--- config.mk ---
export PLATFORM = sky130hd
export DESIGN_NAME = serial_transmitter_param
export DESIGN_NICKNAME = d
export VERILOG_FILES = /design/src/rtl/serial_transmitter_param.sv
export SDC_FILE = /design/constraint.sdc
export NUM_CORES = 1
export LEC_CHECK = 0
export ABC_AREA = 1
export CORE_MARGIN = 2
export CORE_UTILIZATION = 55
export DETAILED_ROUTE_END_ITERATION = 7
export GPL_TIMING_DRIVEN = 1
export PLACE_DENSITY = 0.91
export SYNTH_ARGS = -nofsm -noshare
export SYNTH_HDL_FRONTEND = slang
export SYNTH_SLANG_ARGS = --single-unit
--- constraint.sdc ---
create_clock -name clock -period 2.55 [get_ports clock]
set_clock_uncertainty 0.05 [all_clocks]
set_input_delay 0.51 -clock clock [delete_from_list [all_inputs] [get_ports clock]]
set_output_delay 0.51 -clock clock [all_outputs]
set_load 0.02 [all_outputs]
--- src/rtl/serial_transmitter_param.sv ---
`default_nettype none
// ============================================================================
// Module      : serial_transmitter_param
// Description : Parametrised async serial transmitter (start, data LSB first,
//               optional parity via SERIAL_TX_PARITY_EN, stop bits).
// Revision    : 1.0 - initial release
// ============================================================================
module serial_transmitter_param #(
    parameter int DATA_BITS  = 8,
    parameter int STOP_BITS  = 1,
    parameter int DIV        = 4,
    parameter int PARITY_ODD = 0
) (
    input  logic                 clock,
    input  logic                 reset,
    input  logic                 dav_,
    input  logic [DATA_BITS-1:0] tx_byte,
    output logic                 rfd,
    output logic                 txd
);

`ifdef SERIAL_TX_PARITY_EN
    localparam int c_PAR_BITS = 1;
`else
    localparam int c_PAR_BITS = 0;
`endif

    localparam int c_FRAME_LEN = 1 + DATA_BITS + c_PAR_BITS + STOP_BITS;
    // The start bit is driven directly at accept, so only the rest is stored.
    localparam int c_SHIFT_W   = c_FRAME_LEN - 1;
    localparam int c_BIT_CNT_W = $clog2(c_FRAME_LEN + 1);
    localparam int c_CELL_W    = (DIV > 1) ? $clog2(DIV) : 1;
    localparam logic [c_CELL_W-1:0]    c_CELL_MAX  = c_CELL_W'(DIV - 1);
    localparam logic [c_BIT_CNT_W-1:0] c_BIT_LOAD  = c_BIT_CNT_W'(c_FRAME_LEN);
    localparam logic [c_BIT_CNT_W-1:0] c_BIT_LAST  = c_BIT_CNT_W'(1);

    if (DATA_BITS < 5 || DATA_BITS > 9) begin : g_bad_data_bits
        $error("DATA_BITS must be 5..9");
    end
    if (STOP_BITS < 1 || STOP_BITS > 2) begin : g_bad_stop_bits
        $error("STOP_BITS must be 1..2");
    end
    if (DIV < 1) begin : g_bad_div
        $error("DIV must be >= 1");
    end
    if (PARITY_ODD < 0 || PARITY_ODD > 1) begin : g_bad_parity_odd
        $error("PARITY_ODD must be 0 or 1");
    end

    typedef enum logic [1:0] {
        S_IDLE  = 2'd0,
        S_SHIFT = 2'd1,
        S_WAIT  = 2'd2
    } state_t;

    state_t                   r_state, w_state_nxt;
    logic [c_SHIFT_W-1:0]     r_frame, w_frame_nxt;
    logic [c_BIT_CNT_W-1:0]   r_bit_cnt, w_bit_cnt_nxt;
    logic [c_CELL_W-1:0]      r_cell, w_cell_nxt;
    logic                     r_txd, w_txd_nxt;
    logic                     r_rfd, w_rfd_nxt;
    logic [c_SHIFT_W-1:0]     w_payload;

`ifdef SERIAL_TX_PARITY_EN
    logic w_parity;
    assign w_parity  = (^tx_byte) ^ (PARITY_ODD != 0);
    assign w_payload = {{STOP_BITS{1'b1}}, w_parity, tx_byte};
`else
    assign w_payload = {{STOP_BITS{1'b1}}, tx_byte};
`endif

    always_ff @(posedge clock) begin
        if (reset) begin
            r_state   <= S_IDLE;
            r_frame   <= '1;
            r_bit_cnt <= '0;
            r_cell    <= '0;
            r_txd     <= 1'b1;
            r_rfd     <= 1'b1;
        end else begin
            r_state   <= w_state_nxt;
            r_frame   <= w_frame_nxt;
            r_bit_cnt <= w_bit_cnt_nxt;
            r_cell    <= w_cell_nxt;
            r_txd     <= w_txd_nxt;
            r_rfd     <= w_rfd_nxt;
        end
    end

    always_comb begin
        w_state_nxt   = r_state;
        w_frame_nxt   = r_frame;
        w_bit_cnt_nxt = r_bit_cnt;
        w_cell_nxt    = r_cell;
        w_txd_nxt     = r_txd;
        w_rfd_nxt     = r_rfd;
        case (r_state)
            S_IDLE: begin
                w_txd_nxt = 1'b1;
                w_rfd_nxt = 1'b1;
                if (!dav_) begin
                    w_frame_nxt   = w_payload;
                    w_txd_nxt     = 1'b0;
                    w_rfd_nxt     = 1'b0;
                    w_bit_cnt_nxt = c_BIT_LOAD;
                    w_cell_nxt    = c_CELL_MAX;
                    w_state_nxt   = S_SHIFT;
                end
            end
            S_SHIFT: begin
                w_rfd_nxt = 1'b0;
                if (r_cell == '0) begin
                    w_cell_nxt    = c_CELL_MAX;
                    w_bit_cnt_nxt = r_bit_cnt - 1'b1;
                    if (r_bit_cnt == c_BIT_LAST) begin
                        w_txd_nxt   = 1'b1;
                        w_state_nxt = S_WAIT;
                    end else begin
                        w_txd_nxt   = r_frame[0];
                        w_frame_nxt = {1'b1, r_frame[c_SHIFT_W-1:1]};
                    end
                end else begin
                    w_cell_nxt = r_cell - 1'b1;
                end
            end
            S_WAIT: begin
                w_txd_nxt = 1'b1;
                w_rfd_nxt = 1'b0;
                // Producer must release dav_ before another word is taken.
                if (dav_) begin
                    w_rfd_nxt   = 1'b1;
                    w_state_nxt = S_IDLE;
                end
            end
            default: begin
                w_txd_nxt   = 1'b1;
                w_rfd_nxt   = 1'b1;
                w_state_nxt = S_IDLE;
            end
        endcase
    end

    assign txd = r_txd;
    assign rfd = r_rfd;

endmodule
`default_nettype wire
Word level (Yosys, flattened, before mapping). Index checks and enable logic that the tools add are counted. W data, S select, Z words.

Add/sub/neg operators: 2. Muxes and demuxes: 20. Order comparisons: 0. Multipliers: 0. Reduce and logical (&&, ||, !) cells: 8. Bitwise operators: 0. Equal/unequal tests: 8. Div/mod/pow operators: 0. Shifts and indexed selects: 0.

Operators with widths (count): $mux W9 (3); $pmux W9 S2 (1); $mux W2 (6); $ne A2 B2 Y1 const B (5); $mux W4 (2); $pmux W4 S2 (1); $reduce_and A4 Y1 (2); $pmux W2 S3 (1); $eq A4 B1 Y1 const B (1); $logic_not A2 Y1 (2); $pmux W1 S2 (2); $pmux W2 S2 (1); $sub A4 B1 Y4 const B (1); $mux W1 (3); $reduce_and A3 Y1 (1); $eq A2 B1 Y1 const B (1); $eq A2 B2 Y1 const B (1); $reduce_and A2 Y1 (1); $reduce_bool A2 Y1 (1); $reduce_or A2 Y1 (1); $sub A2 B1 Y2 const B (1).

Input port bits: 11. Register bits after elaboration: 19. Latch bits: 0. RAM bits: 0. Memory bits (read-only): 0. Memories: 0.

Logic depth before layout (Yosys ltp).
Depth in word-level cells: 4. Gate-level depth with buffers: 9. Mapped depth without buffers: 8.

Worst setup path before layout. Ideal clock, no wire load.

Path kind: flip-flop to flip-flop. From: register r_cell[0]. To: register r_frame[7]. Clock period less this slack: 1.281 ns. Slack: 1.269 ns. Data arrival time: 1.101 ns. Stages on the path, launching flop included: 8. Library setup time: 0.130 ns. Data required time: 2.370 ns. Path through: dfxtp_1 > inv_1 > ha_1 > nor2_2 > nor2_2 > buf_6 > nand3_1 > nand3_1.

Word-level cells in the longest chain between the ends: 3.

Ends and longest elaborated chain: start: declaration (RTL line 59) `logic [c_CELL_W-1:0] r_cell, w_cell_nxt;`; start signal: assignment (RTL line 84) `r_cell <= w_cell_nxt;`; $logic_not A2 Y1 (RTL line 112) `if (r_cell == '0) begin`; $ne A2 B2 Y1 (no source line); $reduce_and A4 Y1 (no source line); end signal: assignment (RTL line 82) `r_frame <= w_frame_nxt;`; end: declaration (RTL line 57) `logic [c_SHIFT_W-1:0] r_frame, w_frame_nxt;`.

No other way between the ends. A chain may end at the register's enable or synchronous reset.

Final worst setup path.
From: register r_rfd (netlist: rfd). To: output port rfd.

RTL lines: start: declaration (RTL line 61) `logic r_rfd, w_rfd_nxt;`; start signal: assignment (RTL line 86) `r_rfd <= w_rfd_nxt;`; end: declaration (RTL line 18) `output logic rfd,`.

No word-level cell between the ends.

==> results.py <==
metrics = {
    "place": {
        "buffer_ports.inserted": 12,
        "place.gp.congestion": 0.7795,
        "placed_area_um2": 1035,
        "preCtsSetupSlack_ns": 0.4956,
        "post_detailed_placement_half_perimeter_wirelength_mm": 1.331,
    },
    "setup_path": {
        "worstPathBufferInverterCount": 1,
        "reg2reg_slack_ns": 0.82,
        "crit_family": "buffers and inverters",
        "crit_path_dat_ns": 1.23,
        "critPathKind": "reg -> out",
        "critPathSlowestCell": "clkdlybuf4s50_1",
        "timing_startpoint_of_the_critical_path": "rfd",
        "rr_endpoint": "r_frame[7]",
        "path_max_fanout": 1,
        "worst_r2r_startpoint": "r_state[1]",
        "critPathMaxStageDelay_ns": 0.60,
        "worst_r2r_path_depth": 7,
        "cp_data_required_time_ns": 1.99,
        "path_cells": "clkdlybuf4s50_1",
        "crit_path_end_kind": "output port",
        "critical_path.startpoint_type": "flip-flop",
    },
    "timing": {
        "hold_violations_final": 0,
        "max_freq_mhz": 559.1,
        "maxSlewViolCount": 0,
        "worst-slew-pin-transition_ns": 0.5261,
        "layout_worst_path_cycle_share_pct": 70.14,
        "layout_setup_ws_ns": 0.7614,
        "grt_setup_unrepaired": "no",
        "fin_hold_ws_ns": 0.4115,
        "finalSetupViolations": 0,
        "maxSlewHeadroom_pct": 64.89,
        "final_period_minus_worst_setup_slack_ns": 1.789,
        "totalNegativeSetupSlack_ns": 0,
    },
    "final_layout": {
        "finalInstanceArea_um2": 1057,
        "number_of_fill_cells": 129,
        "post_route_cells_drive_above_1_share_pct": 9.929,
        "finish.utilization_pct": 68.59,
        "antenna_cells": 0,
        "nets": 157,
        "area_delta_synth_final_pct": 13.42,
    },
    "global_route": {
        "via_count_of_the_first_global_routing_pass": 755,
        "grt_max_degree": 15,
        "initial_antenna_violation_count": 0,
        "first_pass_grt_wire_length_mm": 3.153,
        "gr-total-overflow": 0,
        "grt_use_total_pct": 21.49,
    },
    "worst_hold_path": {
        "endpoint_of_the_worst_hold_timing_path": "r_cell[0]",
        "hold_path_startpoint": "r_cell[0]",
        "hold_path.class": "reg -> reg",
        "hold_path_depth": 1,
    },
    "routing": {
        "num_vias": 842,
        "detailedRoute.firstPassIterationCount": 4,
        "drc_errors": 0,
        "finalWirelength_mm": 1.819,
        "drtAntennaViolNets": 0,
        "wire_per_inst_um": 11.59,
        "drt_iter0_markers": 19,
        "routed_via_density": 5.363,
    },
    "floorplan": {
        "io-pin-count": 13,
        "core.rowCount": 14,
        "starting_density_of_the_core_pct": 60.47,
        "die_area_um2": 2040,
        "die_width_um": 45.17,
        "core-area_um2": 1541,
        "chipHeight_um": 45.17,
    },
    "yosys": {
        "leading_post_synthesis_cells_by_cell_area": "dfxtp_1 (39%), nand2_1 (17%), nand3_1 (10%)",
        "yosysWarnings": 0,
        "async_flop_share_pct": 0,
        "synth_largest_area_cell": "dfxtp_1",
        "synthesis.nets": 144,
        "post-synth-top-area-fraction_pct": 38.66,
        "ys_dominant_reg_cell": "dfxtp_1",
        "post_synth_instance_area_um2": 932.1,
        "synthTopCellsByCount": "nand2_1 (43), nand3_1 (19), dfxtp_1 (18), inv_1 (10)",
        "synth_area_per_cell_um2": 7.170,
        "synth.most_common_cell": "nand2_1",
        "synth_cell_types": 22,
        "flip_flop_and_latch_count_after_synthesis": 18,
        "syn_inst": 130,
        "synth_edf_count": 0,
        "seq_area_frac_synth_pct": 38.66,
    },
    "clock_tree": {
        "post-cts-setup-buffers": 0,
        "cts.clk_slew.worst_paths_ns": 0.10,
        "htree_num_levels": 1,
        "hold_buf_cts": 0,
        "root_buffer": "clkbuf_4",
        "cts_buffers": 3,
        "clock_latency_ns": 0.30,
        "post_cts_resized": 0,
        "cts_tree": "built",
        "cts.sinks": 18,
        "cts-root-to-sink-buffers": 2,
    },
    "power": {
        "leakagePower_nw": 0.5017,
        "worst_ir_drop_vdd_mv": 0.4782,
        "power.density_cell_area_nw_per_um2": 695.4,
    },
    "status": {
        "status": "finished, final reports clean",
    },
    "job": {
        "max-cap-violations": 0,
    },
}
[layout make-up]
cell class	count	area [um^2]	share of cell area, %
clock buffers	3	22.52	2.130
inverters	12	52.55	4.970
multi-input cells	96	481.7	45.56
flip-flops and latches	18	360.3	34.08
well taps	16	20.02	1.893
repair buffers	12	120.1	11.36
[flip-flops by register name (all words and copies together), names as in the netlist]
signal / cells
r_cell: 2
r_state: 2
rfd: 1
r_bit_cnt: 4
txd: 1
r_frame: 8
[how the worst max path moves through the flow]
stage	to	slack, ns	cells past startpoint
after CTS	txd	0.76	1
after global placement	r_frame[4]	0.57	7
after detailed placement	r_frame[7]	0.50	7
final	rfd	0.76	1
after floorplan	r_frame[7]	1.27	7
after global routing	r_frame[7]	0.66	7
[layout by cell type (no fill, tap or decap)]
cell type / n
a21oi_1: 7
clkbuf_4: 3
clkdlybuf4s50_1: 12
dfxtp_1: 18
ha_1: 3
inv_1: 10
inv_2: 1
inv_8: 1
nand2_1: 43
nand2_2: 2
nand2_4: 1
nand3_1: 19
nand3_2: 1
nand3_4: 1
nor2_1: 7
nor2_2: 2
nor3_1: 1
o211ai_2: 1
o21ai_0: 5
o21ai_1: 1
or2_2: 1
xor2_1: 1
[metal layers]
layer	track usage [%]	share of wire [%]
met1	29.25	45
met5	0	0
met4	12.35	2.2
met3	2.800	5.3
met2	32.57	47
[stage by stage]
step           instances  total power [mW]
2_1_floorplan        130            0.5500
3_5_place_dp         154            0.5982
4_1_cts              157            0.7372
5_1_grt              157            0.7832
6_report             157            0.7352
3_3_place_gp         154            0.5885
[power breakdown]
group	leakage, nW	switching, mW	internal, mW	total (mW)
logic	0.338	0.146	0.0936	0.240
clock network	0.0138	0.0864	0.0552	0.142
registers	0.150	0.0283	0.325	0.354
[kinds of logic (layout without fill, tap and decap cells)]
kind of cell / Yosys count / count (layout) / share of synthesized area (%)
simple gates: 78 / 78 / 38.39
flops: 18 / 18 / 38.66
buf+inv: 16 / 27 / 9.664
compound gates: 14 / 14 / 8.321
fa+ha+maj: 3 / 3 / 4.027
xor+xnor: 1 / 1 / 0.9398
Power figures use the tool's default switching activity.
